[src/rtl/if_id_queue.sv]
// ---------------------------------------------------------------------------
// if_id_queue
//
// Purpose:
//   This is the instruction queue between fetch and decode. Fetch pushes
//   {pc, inst} pairs into a small circular FIFO. Decode sees the head entry,
//   qualified by id_valid. When the queue is full, pc_stall holds fetch. A
//   taken branch (br_ctrl) empties the queue.
//
// Configuration:
//   IFQ_BYPASS_EN  When defined, a word from fetch that arrives while the
//                  queue is empty goes to decode combinationally in the same
//                  cycle. If decode takes it, the word is never stored.
//
// Parameters:
//   DEPTH     number of entries (power of two, >= 2)
//   NOP_INST  word presented on id_inst while the queue is empty
//
// Ports:
//   clk       system clock, rising edge
//   rst       asynchronous active-low reset
//   if_pc     pc of the word fetch is presenting
//   if_inst   instruction word fetch is presenting
//   if_valid  fetch word valid this cycle
//   br_ctrl   taken-branch redirect; flushes the queue
//   id_stall  decode cannot accept the head entry this cycle
//   pc_stall  queue full; fetch must hold its pc
//   id_pc     pc of the head entry
//   id_inst   instruction word of the head entry
//   id_valid  head entry is valid
// ---------------------------------------------------------------------------
module if_id_queue #(
    parameter int          DEPTH    = 4,
    parameter logic [31:0] NOP_INST = 32'h0000_0013
) (
    input  logic        clk,
    input  logic        rst,
    input  logic [31:0] if_pc,
    input  logic [31:0] if_inst,
    input  logic        if_valid,
    input  logic        br_ctrl,
    input  logic        id_stall,
    output logic        pc_stall,
    output logic [31:0] id_pc,
    output logic [31:0] id_inst,
    output logic        id_valid
);

    localparam int               PTR_W     = $clog2(DEPTH);
    localparam logic [PTR_W-1:0] PTR_ONE   = PTR_W'(1);
    localparam logic [PTR_W:0]   CNT_ONE   = (PTR_W + 1)'(1);
    localparam logic [PTR_W:0]   CNT_DEPTH = (PTR_W + 1)'(DEPTH);

    // Each entry is {pc, inst}.
    logic [63:0]      r_mem [DEPTH];
    logic [PTR_W-1:0] r_wr_ptr;
    logic [PTR_W-1:0] r_rd_ptr;
    logic [PTR_W:0]   r_count;

    logic w_full;
    logic w_empty;
    logic w_bypass;
    logic w_push;
    logic w_pop;

    // full and empty come from the registered count, so they do not glitch.
    assign w_full  = (r_count == CNT_DEPTH);
    assign w_empty = (r_count == '0);

`ifdef IFQ_BYPASS_EN
    // Gating with rst keeps id_* at their reset values while reset is
    // asserted, even if fetch presents a word.
    assign w_bypass = rst & w_empty & if_valid & ~br_ctrl;
`else
    assign w_bypass = 1'b0;
`endif

    // A bypassed word that decode accepts in the same cycle is never stored.
    // The bypass only happens when the queue is empty, so pop is 0 then.
    assign w_push = if_valid & ~w_full & ~br_ctrl & ~(w_bypass & ~id_stall);
    assign w_pop  = ~w_empty & ~id_stall & ~br_ctrl;

    assign pc_stall = w_full;
    assign id_valid = ~w_empty | w_bypass;

    always_comb begin
        id_pc   = 32'h0;
        id_inst = NOP_INST;
        if (w_bypass) begin
            id_pc   = if_pc;
            id_inst = if_inst;
        end else if (!w_empty) begin
            id_pc   = r_mem[r_rd_ptr][63:32];
            id_inst = r_mem[r_rd_ptr][31:0];
        end
    end

    // The storage has no reset. Only the pointers and count mark an entry as live.
    always_ff @(posedge clk) begin
        if (w_push) begin
            r_mem[r_wr_ptr] <= {if_pc, if_inst};
        end
    end

    always_ff @(posedge clk or negedge rst) begin
        if (!rst) begin
            r_wr_ptr <= '0;
            r_rd_ptr <= '0;
            r_count  <= '0;
        end else if (br_ctrl) begin
            // Flush has priority over push, pop and id_stall.
            r_wr_ptr <= '0;
            r_rd_ptr <= '0;
            r_count  <= '0;
        end else begin
            if (w_push) begin
                r_wr_ptr <= r_wr_ptr + PTR_ONE;
            end
            if (w_pop) begin
                r_rd_ptr <= r_rd_ptr + PTR_ONE;
            end
            if (w_push && !w_pop) begin
                r_count <= r_count + CNT_ONE;
            end else if (w_pop && !w_push) begin
                r_count <= r_count - CNT_ONE;
            end
        end
    end

endmodule

[config.mk]
export PLATFORM = sky130hd
export DESIGN_NAME = if_id_queue
export DESIGN_NICKNAME = d
export VERILOG_FILES = /design/src/rtl/if_id_queue.sv
export SDC_FILE = /design/constraint.sdc
export NUM_CORES = 1
export LEC_CHECK = 0
export CAP_MARGIN = 5
export CORE_MARGIN = 4
export CORE_UTILIZATION = 59
export CTS_CLUSTER_SIZE = 16
export DETAILED_ROUTE_END_ITERATION = 8
export GPL_ROUTABILITY_DRIVEN = 0
export PLACE_DENSITY_LB_ADDON = 0.2
export SYNTH_ARGS = -nofsm -noshare
export SYNTH_HDL_FRONTEND = slang
export SYNTH_SLANG_ARGS = --single-unit
[constraint.sdc]
create_clock -name clk -period 5.73 [get_ports clk]
set_input_delay 1.146 -clock clk [delete_from_list [all_inputs] [get_ports clk]]
set_output_delay 1.146 -clock clk [all_outputs]
set_load 0.02 [all_outputs]
=== Word-level counts from Yosys, hierarchy flattened ===
Memory sizes are Yosys's and may differ from the RTL's.
Index checks and enable logic that the tools add are counted.

* Bits in registers: 7
* Bits in writable memories: 256
* Input bits: 69
* Output and inout port bits: 66
* Word-level logic and storage cells: 36
* Memories: 1

* $add $sub $neg: 4
* Eq/ne operators: 1
* Mux-type cells: 11
* Bitwise logic cells: 8
* Reductions and logical operators: 8

{| class="wikitable"
|+ Memory list
! name !! depth !! bits a word !! rd ports !! clocked after memory_dff !! wr ports !! RTL line !! RTL
|-
| r_mem || 4 || 64 || 1 || 0 || 1 || 55 || <nowiki>logic [63:0] r_mem [DEPTH];</nowiki>
|}

{| class="wikitable"
|+ Operators by type and width
! cell !! number
|-
| 32-bit two-way mux || 2
|-
| 3-bit two-way mux || 3
|-
| 2-bit two-way mux || 4
|-
| 2-bit by 1-bit adder with 2-bit output, second input constant || 2
|-
| 1-bit AND || 4
|-
| 1-bit inverter || 4
|-
| 2-bit nonzero test || 2
|-
| 3-bit by 1-bit adder with 3-bit output, second input constant || 1
|-
| 3-bit equality test, second input constant || 1
|-
| 3-bit logical NOT || 1
|-
| 3-bit nonzero test || 1
|-
| 3-bit by 1-bit subtractor with 3-bit output, second input constant || 1
|-
| 1-bit logical AND || 2
|-
| 1-bit logical NOT || 2
|-
| 1-bit two-way mux || 2
|}

=== Logic depth before layout (Yosys ltp) ===
* Word-level depth: 9
* Gate-level depth with buffers: 8
* Gate-level depth less buffers: 7

=== Worst setup path before layout ===
OpenSTA, ideal clock, no wires.

* Path kind: input to register
* Start: in if_valid
* End: mem r_mem[0][0], enable pin
* Setup time: 0.429 ns
* Arrival time: 3.271 ns
* Required time: 5.301 ns
* Path slack: 2.030 ns
* Cell stages on the path: 4
* Path buffers: 1
* Cells stage by stage: clkbuf_1 -> o31ai_4 -> nor2_1 -> and2_1

* Word-level cells in the longest chain between the ends: 4

{| class="wikitable"
|+ RTL lines
! element !! RTL line !! RTL
|-
| start: declaration || 40 || <nowiki>input logic if_valid,</nowiki>
|-
| 1-bit AND (2 in series) || 80 || <nowiki>assign w_push = if_valid & ~w_full & ~br_ctrl & ~(w_bypass & ~id_stall);</nowiki>
|-
| 1-bit two-way mux || 100 || <nowiki>if (w_push) begin</nowiki>
|-
| 1-bit two-way mux (not written as such) || 101 || <nowiki>r_mem[r_wr_ptr] <= {if_pc, if_inst};</nowiki>
|-
| end: declaration || 55 ||
|}

No other way between the ends.

=== Worst setup path after layout ===
* Start: reg r_rd_ptr[0]
* End: out id_pc[18]

* Word-level cells in the longest chain between the ends: 2

{| class="wikitable"
|+ RTL lines
! element !! RTL line !! RTL
|-
| start: declaration || 57 || <nowiki>logic [PTR_W-1:0] r_rd_ptr;</nowiki>
|-
| start signal: assignment || 120 || <nowiki>r_rd_ptr <= r_rd_ptr + PTR_ONE;</nowiki>
|-
| memory 4 x 64 bit || -- ||
|-
| 32-bit two-way mux || 92 || <nowiki>end else if (!w_empty) begin</nowiki>
|-
| end: declaration || 44 || <nowiki>output logic [31:0] id_pc,</nowiki>
|}

No other way between the ends.

==> impl_metrics.yaml <==
floorplan:
  core_um2: 16800
  rows: 47
  die_h_um: 139
  fp.dieArea_um2: 19500
  initial_utilization_pct: 60.9
  io_pins: 135
  die_w_um: 139
critical_path:
  rrSetupSlack_ns: 3.44
  r2r-start: "r_count[0]"
  required_ns: 4.58
  ff2ff_path_depth: 7
  end_kind: "primary output"
  worst-setup-path-type: "register to primary output"
  path_cells: "buf_4 -> mux4_2 -> and2_1 -> clkdlybuf4s50_1"
  cp_slowest_cell: "dfrtp_4"
  critPathMaxStageDelay_ns: 1.00
  crit_fanout: 45
  cp-start-kind: "register"
  crit_arrival_ns: 3.19
  r2r_end: "r_count[1]"
global_route:
  grt_pass1_vias: 5330
  overflow: 0
  track_usage_pct: 19.1
  grt_pass1_wl_um: 29200
  grt_max_degree: 66
  antenna_found_initial: 1
run_status:
  status: "finished clean"
flow_run:
  maxCapViolCount: 0
min_path:
  hold_class: "register to register"
  hold_end: "r_wr_ptr[1]"
  hold_depth: 2
  hold_path.startpoint: "r_wr_ptr[1]"
logic_synthesis:
  synth_area_leaders: "edfxtp_1, mux4_2, and2_1, dfrtp_1, buf_6"
  synth_area_um2: 10200
  yosysUniqueCellTypes: 30
  synth_top_area_cell: "edfxtp_1"
  yosys_warnings: 0
  yosysTopAreaCellShare_pct: 75.4
  synthAdderAreaFrac_pct: 0.687
  synth_mux_area_share_pct: 14.2
  ys_seq_area_share_pct: 77.1
  yosys.area_share.simple_pct: 5.07
  synth_top_family_by_area: "multiplexers"
  synth-main-ff-cell: "edfxtp_1"
  synth_edf_count: 256
  synth_compound_area_share_pct: 0.736
  async_flop_share_pct: 2.66
  synth_cells: 466
  syn_area_per_cell_um2: 21.9
  synth_xor_area_share_pct: 0.515
  synth_nets: 540
  synth_seq_cells: 263
cts:
  post_cts_buffers: 0
  hold_buffers: 0
  cts.sinks: 263
  cts_resized: 0
  cts_max_path_buffers: 3
  clk_pin_slew_ns: 0.06
  cts_buffers: 25
  htreeDepth: 1
  cts-root-buf: "clkbuf_16"
  clock_latency_ns: 0.52
  cts_tree: "done"
sta:
  finClkSkew_ns: 0.0225
  setup_slack_ns: 1.40
  max_slew.worst_pin.slew_ns: 1.01
  slew_headroom_pct: 32.6
  finalHoldViolCount: 0
  slew_violations: 0
  period_share_pct: 75.6
  clock.fmax_mhz: 231
  setup_viol: 0
  fin_setup_tns_ns: 0
  rsz0062_at_grt: "false"
  period_needed_ns: 4.33
drt:
  drtPass1Iterations: 6
  wl_um: 18200
  drc: 0
  drtAntennaViolNets: 0
  wl_per_cell_um: 21.6
  via_per_inst: 5.74
  first_iter_violations: 343
  dr_total_vias: 4846
final_layout:
  final_layout_size_suffix_gt1_share_pct: 16.7
  fin_nets: 679
  fillers: 989
  finalInstanceArea_um2: 12400
  num_antenna_cells: 0
  syn_to_final_growth_pct: 22.0
power_and_ir_drop:
  max-vdd-ir-drop_uv: 311
  pwr_density_cell_nw_per_um2: 471
  leakage_nw: 3.94
  finalPower_mw: 5.86
placed_design:
  placed_cell_area_um2: 11700
  place_ws_ns: 1.83
  dpl.hpwl_um: 10200
  port_buffers: 134
metal layers:
layer | global-route usage (%) | part of all wire, % | vias to the layer above
met2 | 33.5 | 53 | 152
li1 | - | - | 2158
met5 | 0 | 0.066 | -
met4 | 4.02 | 1.6 | 2
met3 | 4.08 | 5.9 | 24
met1 | 25.2 | 40 | 2510
sequential cells by signal (all words and copies together) (netlist names):
signal and cells:
r_mem 256, r_count 3, r_rd_ptr 2, r_wr_ptr 2
placed cells by master, fill, tap and decap left out, drive strengths merged:
cell	instances
a21oi	2
a311o	1
a31oi	1
and2	65
buf	2
bufinv	1
clkbuf	36
clkdlybuf4s50	134
clkinv	7
clkinvlp	1
dfrtp	7
edfxtp	256
fa	1
ha	4
inv	8
mux2i	1
mux4	64
nand2	2
nand3	1
nor2	9
nor3	5
nor3b	2
o21a	1
o21ai	2
o311a	1
o31ai	1
or2	3
xnor2	5
xor2	1
worst max path at each step:
| stage | startpoint | to | slack, ns | depth (start not counted) |
|---|---|---|---|---|
| global route | r_rd_ptr[0] | id_pc[18] | 1.14 | 4 |
| CTS | r_rd_ptr[0] | id_pc[8] | 1.28 | 4 |
| global placement | r_rd_ptr[0] | id_pc[8] | 1.84 | 4 |
| floorplan | if_valid | r_mem[0][0] | 2.03 | 4 |
| finish | r_rd_ptr[0] | id_pc[18] | 1.40 | 4 |
| detailed placement | r_rd_ptr[0] | id_pc[8] | 1.83 | 4 |
cell families (layout without fill, tap and decap cells):
group                    count (synthesis)  after routing
AO/OA/AOI/OAI                            9              9
XOR/XNOR                                 6              6
adder cells (fa/ha/maj)                  5              5
buffers and inverters                   31            189
flip-flops                             263            263
multiplexers                            65             65
AND/OR/NAND/NOR                         87             87
layout make-up:
type                    count  area (µm²)  share of cell area [%]
well taps                 220         275                    2.21
clock buffers              36         667                    5.36
clock inverters            10        73.8                   0.593
multi-input cells         172        2180                    17.5
repair buffers            136        1360                    10.9
inverters                   7        26.3                   0.211
flip-flops and latches    263        7870                    63.2
per-stage QoR:
step	utilization (%)	hold WS (ns)	std cells
floorplan	-	0.542	466
global placement	69.8	0.561	798
detailed placement	69.8	0.599	798
CTS	74.3	0.620	844
global route	74.3	0.680	844
finish	74.3	0.618	844
Yosys cell counts (2+ instances only):
cell / number
buf_6: 5
buf_2: 8
nor3b_1: 2
clkbuf_1: 8
nor3_1: 4
edfxtp_1: 256
ha_1: 4
or2_1: 3
nor2_1: 9
xnor2_1: 5
buf_4: 2
inv_1: 6
mux4_2: 64
a21oi_1: 2
and2_1: 65
o21ai_0: 2
dfrtp_1: 7
nand2_1: 2
critical path, delay by kind of cell, from the launching register on:
| kind | cells | cell delay, ns |
|---|---|---|
| buf+inv | 2 | 0.93 |
| flops | 1 | 1.00 |
| mux | 1 | 0.55 |
| simple gates | 1 | 0.17 |
power breakdown:
group / switching [mW] / internal, mW / leakage (nW) / total [mW]
registers: 0.164 / 2.25 / 2.41 / 2.41
logic: 0.932 / 1.02 / 1.17 / 1.95
clock network: 0.642 / 0.853 / 0.353 / 1.49
No activity file was read; power rests on OpenSTA's default activity.
